<file path="src/rtl/mem_access_ctrl.sv">
// mem_access_ctrl: load/store initiator between the CPU datapath and the data memory.
// Takes one request at a time (valid/ready), drives the memory port, and returns
// load data or an out-of-range error through a valid/ready response channel.
// Ports:
//   clk, rst                 clock, asynchronous active-low reset
//   reqValid/reqReady        request handshake; reqWrite, reqAddr, reqData request fields
//   rspValid/rspReady        response handshake; rspData, rspErr response fields
//   addr, wrData             memory address / write data (held from accept to next accept)
//   memRead, memWrite        memory enables
//   rdData                   memory read data (only meaningful while memRead = 1)
module mem_access_ctrl #(
  parameter int unsigned ADDR_LIMIT  = 32768,
  parameter int unsigned WAIT_CYCLES = 0
) (
  input  logic        clk,
  input  logic        rst,
  input  logic        reqValid,
  output logic        reqReady,
  input  logic        reqWrite,
  input  logic [15:0] reqAddr,
  input  logic [15:0] reqData,
  output logic        rspValid,
  input  logic        rspReady,
  output logic [15:0] rspData,
  output logic        rspErr,
  output logic [15:0] addr,
  output logic [15:0] wrData,
  output logic        memRead,
  output logic        memWrite,
  input  logic [15:0] rdData
);

  localparam int unsigned DW = 16;
  localparam int unsigned AW = 16;
  localparam int unsigned CW = 4;

  typedef enum logic [1:0] {IDLE, WR, RD, RESP} state_e;

  state_e        state_q, state_d;
  logic [AW-1:0] addr_q, addr_d;
  logic [DW-1:0] wr_data_q, wr_data_d;
  logic [DW-1:0] rsp_data_q, rsp_data_d;
  logic          rsp_err_q, rsp_err_d;
  logic [CW-1:0] cnt_q, cnt_d;
  logic          req_ready_q, req_ready_d;
  logic          rsp_valid_q, rsp_valid_d;
  logic          mem_read_q, mem_read_d;
  logic          mem_write_q, mem_write_d;
  logic          accept_c;
  logic          out_of_range_c;

  assign accept_c       = reqValid && req_ready_q;
  // One extra bit so ADDR_LIMIT = 65536 still compares correctly.
  assign out_of_range_c = (17'(reqAddr) >= 17'(ADDR_LIMIT));

  // Next-state and next-output logic; outputs are registered from the next state.
  always_comb begin
    state_d    = state_q;
    addr_d     = addr_q;
    wr_data_d  = wr_data_q;
    rsp_data_d = rsp_data_q;
    rsp_err_d  = rsp_err_q;
    cnt_d      = cnt_q;
    case (state_q)
      IDLE: begin
        if (accept_c) begin
          addr_d    = reqAddr;
          wr_data_d = reqData;
          cnt_d     = '0;
          if (out_of_range_c) begin
            state_d    = RESP;
            rsp_err_d  = 1'b1;
            rsp_data_d = '0;
          end else if (reqWrite) begin
            state_d = WR;
          end else begin
            state_d = RD;
          end
        end
      end
      WR: begin
        state_d    = RESP;
        rsp_err_d  = 1'b0;
        rsp_data_d = '0;
      end
      RD: begin
        // rdData is captured on the edge that ends the last memRead cycle.
        if (cnt_q == CW'(WAIT_CYCLES)) begin
          state_d    = RESP;
          rsp_err_d  = 1'b0;
          rsp_data_d = rdData;
        end else begin
          cnt_d = cnt_q + CW'(1);
        end
      end
      RESP: begin
        if (rspReady) begin
          state_d = IDLE;
        end
      end
      default: state_d = IDLE;
    endcase
    req_ready_d = (state_d == IDLE);
    rsp_valid_d = (state_d == RESP);
    mem_read_d  = (state_d == RD);
    mem_write_d = (state_d == WR);
  end

  // State and output registers; reset clears memWrite immediately.
  always_ff @(posedge clk or negedge rst) begin
    if (!rst) begin
      state_q     <= IDLE;
      addr_q      <= '0;
      wr_data_q   <= '0;
      rsp_data_q  <= '0;
      rsp_err_q   <= 1'b0;
      cnt_q       <= '0;
      req_ready_q <= 1'b0;
      rsp_valid_q <= 1'b0;
      mem_read_q  <= 1'b0;
      mem_write_q <= 1'b0;
    end else begin
      state_q     <= state_d;
      addr_q      <= addr_d;
      wr_data_q   <= wr_data_d;
      rsp_data_q  <= rsp_data_d;
      rsp_err_q   <= rsp_err_d;
      cnt_q       <= cnt_d;
      req_ready_q <= req_ready_d;
      rsp_valid_q <= rsp_valid_d;
      mem_read_q  <= mem_read_d;
      mem_write_q <= mem_write_d;
    end
  end

  assign reqReady = req_ready_q;
  assign rspValid = rsp_valid_q;
  assign rspData  = rsp_data_q;
  assign rspErr   = rsp_err_q;
  assign addr     = addr_q;
  assign wrData   = wr_data_q;
  assign memRead  = mem_read_q;
  assign memWrite = mem_write_q;

endmodule

</file>
<file path="config.mk">
export PLATFORM = sky130hd
export DESIGN_NAME = mem_access_ctrl
export DESIGN_NICKNAME = d
export VERILOG_FILES = /design/src/rtl/mem_access_ctrl.sv
export SDC_FILE = /design/constraint.sdc
export NUM_CORES = 1
export LEC_CHECK = 0
export CAP_MARGIN = 20
export CORE_AREA = 8 8 78 97
export DETAILED_ROUTE_END_ITERATION = 16
export DIE_AREA = 0 0 86 105
export GPL_ROUTABILITY_DRIVEN = 0
export PLACE_DENSITY = 0.77
export SLEW_MARGIN = 5
export SYNTH_ARGS = -nofsm -noshare
export SYNTH_HDL_FRONTEND = slang
export SYNTH_SLANG_ARGS = --single-unit
</file>
<file path="constraint.sdc">
create_clock -name clk -period 2.5 [get_ports clk]
set_clock_uncertainty 0.05 [all_clocks]
set_input_delay 0.75 -clock clk [delete_from_list [all_inputs] [get_ports clk]]
set_output_delay 0.75 -clock clk [all_outputs]
set_load 0.02 [all_outputs]
</file>
[After elaboration in Yosys (flattened, before gate mapping)]
Cells that the tools add are included.
Storage, ports and cells
  bits in registers: 59
  latch bits: 0
  RAM bits: 0
  ROM bits: 0
  input bits: 53
  output and inout bits: 53
  word-level logic and storage cells: 48
  memories: 0
Cells by class
  add/subtract/negate cells: 1
  $mul: 0
  divide/modulo/power cells: 0
  order comparisons: 1
  eq/ne operators: 10
  shift operators: 0
  multiplexer cells: 17
  bitwise operators: 0
  reduce and logical (&&, ||, !) cells: 9
Operators by type and width (count)
  $mux W16: 3
  $pmux W16 S3: 1
  $ge A16 B16 Y1 const B: 1
  $mux W2: 5
  $eq A2 B2 Y1 const B: 4
  $mux W4: 2
  $ne A2 B2 Y1 const B: 4
  $pmux W2 S4: 1
  $pmux W4 S2: 1
  $add A4 B1 Y4 const B: 1
  $eq A2 B1 Y1 const B: 2
  $logic_not A2 Y1: 2
  $logic_not A4 Y1: 1
  $reduce_and A4 Y1: 1
  $mux W1: 3
  $pmux W1 S3: 1
  $reduce_and A3 Y1: 1
  $reduce_bool A3 Y1: 1
  $reduce_and A2 Y1: 1
  $reduce_bool A2 Y1: 1
  $logic_and A1 B1 Y1: 1

[Depth between registers and ports, before layout]
  depth in word-level cells: 5
  gate-level depth with buffers: 8
  mapped depth without buffers: 6

[Worst setup path before layout]
No wires, ideal clock.
  path type: flip-flop to flip-flop
  start: reg cnt_q[0]
  end: reg rsp_data_q[0], in the netlist rspData[0]
  setup time: 0.121 ns
  arrival time: 1.751 ns
  required time: 2.329 ns
  path slack: 0.578 ns
  stages on the path, launching flop included: 8
  buffers on the path: 2
  period minus slack after synthesis: 1.922 ns
  cell sequence: dfrtp_1 inv_1 ha_1 or3b_4 a221o_1 buf_6 buf_8 a22o_1
Between the ends
  word-level cells in the longest chain between the ends: 3
Ends and longest elaborated chain
  start: declaration: line 44  | logic [CW-1:0] cnt_q, cnt_d;
  start signal: assignment: line 128  | cnt_q <= cnt_d;
  $logic_not A4 Y1: line 88  | if (cnt_q == CW'(WAIT_CYCLES)) begin
  $ne A2 B2 Y1 (no source line)
  $reduce_and A4 Y1 (no source line)
  end signal: assignment: line 126  | rsp_data_q <= rsp_data_d;
  end: declaration: line 42  | logic [DW-1:0] rsp_data_q, rsp_data_d;
No other way between the ends.
A chain may end at the register's enable or synchronous reset.

[Worst setup path after layout]
  start: reg req_ready_q, in the netlist reqReady
  end: out reqReady
RTL lines
  start: declaration: line 45  | logic req_ready_q, req_ready_d;
  start signal: assignment: line 129  | req_ready_q <= req_ready_d;
  end: declaration: line 18  | output logic reqReady,
No word-level cell between the ends.

==> results.toml <==
[placed_design]
port_buffers = 105
place_area_um2 = 3590
dp_hpwl_mm = 4.45

[worst_setup_path]
critPathKind = "reg2out"
cp-start-kind = "flop"
critPathMaxFanout = 5
critPathBufInv = 1
worstPathCellList = "clkdlybuf4s50_1"
slowest_delay_ps = 630
worstPathRequired_ps = 1700
path_delay_family = "buffers and inverters"
slowest_stage = "clkdlybuf4s50_1"
crit_cells = 1
reg2regPathDepth = 5
cp-end-kind = "output port"
arrival_ps = 1380

[power_and_ir_drop]
combPwrFrac = 0.481
pwr-share-clk = 0.195
finalPower_mw = 5.01
vdd_drop_max_mv = 0.662
seqPwrFrac = 0.325
switching_share = 0.363
p_int_mw = 3.19
power_density_nw_per_um2 = 1320
power.switching_mw = 1.82
p_leak_nw = 1.66

[floorplanning]
rows = 32
die_w_um = 86
start_util = 0.402
die_h_um = 105
core_um2 = 6050
dieArea_um2 = 9030
io_pins = 106

[synth]
syn_area_um2 = 2430
yosysWarnings = 0
yosys-top-cells-area = "dfrtp_1, mux2_2, a22o_1"
synth_edf_count = 0
syn_nets = 234
syn_inst = 173
synth-seq-area-share = 0.608
async_flop_share = 1.00
yosysUniqueCellTypes = 31
synth-seq-cells = 59
synthMostInstantiatedCell = "dfrtp_1"
synth_ff_type = "dfrtp_1"
syn_avg_cell_area_um2 = 14.0
synth.largest_area_cell = "dfrtp_1"
synth_top_cell_area_share = 0.608
synth_top_cells_by_count = "dfrtp_1, mux2_2, a22o_1, ha_1, nand2_1"

[sta]
rsz0062_at_grt = "no"
holdWs_ps = 291
slew_violations = 0
period_needed_ps = 2180
worst_slew_pin_slew_ps = 665
fmax_mhz = 460
final_hold_viol_count = 0
setup_violations = 0
fin_crit_sh = 0.870
fin_setup_tns_ps = 0
relSlewSlack = 0.557

[routing]
vias = 1826
viasPerCell = 4.87
ant_nets = 0
wl_per_cell_um = 16.0
drt_wl_total_mm = 6.01
drt_iter0_markers = 52
dr.pass1.iters = 4
drcViolationCount = 0

[clocking]
cts_buffers = 9
hold_buffers = 0
cts_buffer_depth = 2
cts_tree = "yes"
cts_resized = 0
cts_root_buffer = "clkbuf_8"
cts.sinks = 59
htree_levels = 3
path_clk_slew_ps = 70
post_cts_buffers = 0
clock_latency_ps = 330

[grt]
grt_max_degree = 44
grt_usage = 0.133
grt_pass1_wl_mm = 9.31
gr-total-overflow = 0
grt_pass1_vias = 1809
antenna_found_initial = 0

[final_layout]
n_antenna_cell = 0
drive_gt1_frac = 0.193
post-route-util = 0.630
nNetsFinal = 346
multi_input_area_um2 = 887
final-seq-area_um2 = 1480
fill_cells = 483
postLayoutCellArea_um2 = 3810
synthToLayoutAreaGrowth_pct = 56.9

[worst_hold_path]
hold_path.class = "in2async"

[flow_run]
drv_cap = 0

[outcome]
run_status = "finished clean"
-- cell families after synthesis --
kind of cell / count (synthesis) / share of synthesized area
flops: 59 / 0.608
mux: 35 / 0.161
simple gates: 30 / 0.0659
compound gates: 29 / 0.0969
buf+inv: 12 / 0.0268
fa+ha+maj: 8 / 0.0412
-- power by group through the flow --
| stage | sequential, mW | clock (mW) | combinational (mW) |
|---|---|---|---|
| floorplan | 2.09 | 0 | 0.930 |
| global placement | 1.63 | 0 | 2.40 |
| detailed placement | 1.65 | 0 | 2.43 |
| CTS | 1.64 | 1.01 | 2.44 |
| global route | 1.68 | 1.04 | 2.57 |
| finish | 1.63 | 0.976 | 2.41 |
-- layer usage --
metal | up-vias | track usage | wire, um
met4 | 0 | 0.0716 | 153
met1 | 887 | 0.165 | 2590
met5 | - | 0 | 0
met2 | 75 | 0.196 | 2840
met3 | 10 | 0.0478 | 431
li1 | 854 | - | -
-- flip-flops by register name, indices dropped and copies added (netlist names), 2 cells and up --
name / flops
rspData: 16
wrData: 16
addr: 16
cnt_q: 4
state_q: 2
-- cell usage in the layout (no fill, tap or decap), types with 3 or more instances in the layout --
| cell | netlist | final |
|---|---|---|
| nand3_1 | 5 | 5 |
| nand3b_1 | 3 | 3 |
| nor3_1 | 3 | 3 |
| nand2_1 | 8 | 8 |
| dfrtp_1 | 59 | 59 |
| clkdlybuf4s50_1 | 0 | 104 |
| nor2_1 | 3 | 3 |
| inv_1 | 4 | 4 |
| o21ai_0 | 3 | 3 |
| a22o_1 | 17 | 17 |
| ha_1 | 8 | 8 |
| clkbuf_8 | 0 | 9 |
| mux2_2 | 33 | 33 |
-- stage by stage --
step                setup slack (ps)  instances
detailed placement              25.8        359
global placement                80.9        359
finish                           325        375
global route                     271        375
CTS                              290        375
floorplan                        578        173
-- final timing paths --
check	slack (ps)	to	from
worst min-delay path	290	state_q[1]	rst
worst max-delay path	320	reqReady	reqReady
min in group clk	440	rspErr	rspErr
worst min register to register	440	rspErr	rspErr
worst max register to register	360	rspData[8]	cnt_q[0]
max in group asynchronous	1550	wrData[11]	rst
-- cell type report --
| class | count | area share |
|---|---|---|
| clock inverters | 7 | 0.0266 |
| flip-flops and latches | 59 | 0.387 |
| well taps | 85 | 0.0279 |
| multi-input cells | 102 | 0.233 |
| repair buffers | 109 | 0.289 |
| clock buffers | 9 | 0.0325 |
| inverters | 4 | 0.00394 |
No activity file was read; power rests on OpenSTA's default activity.
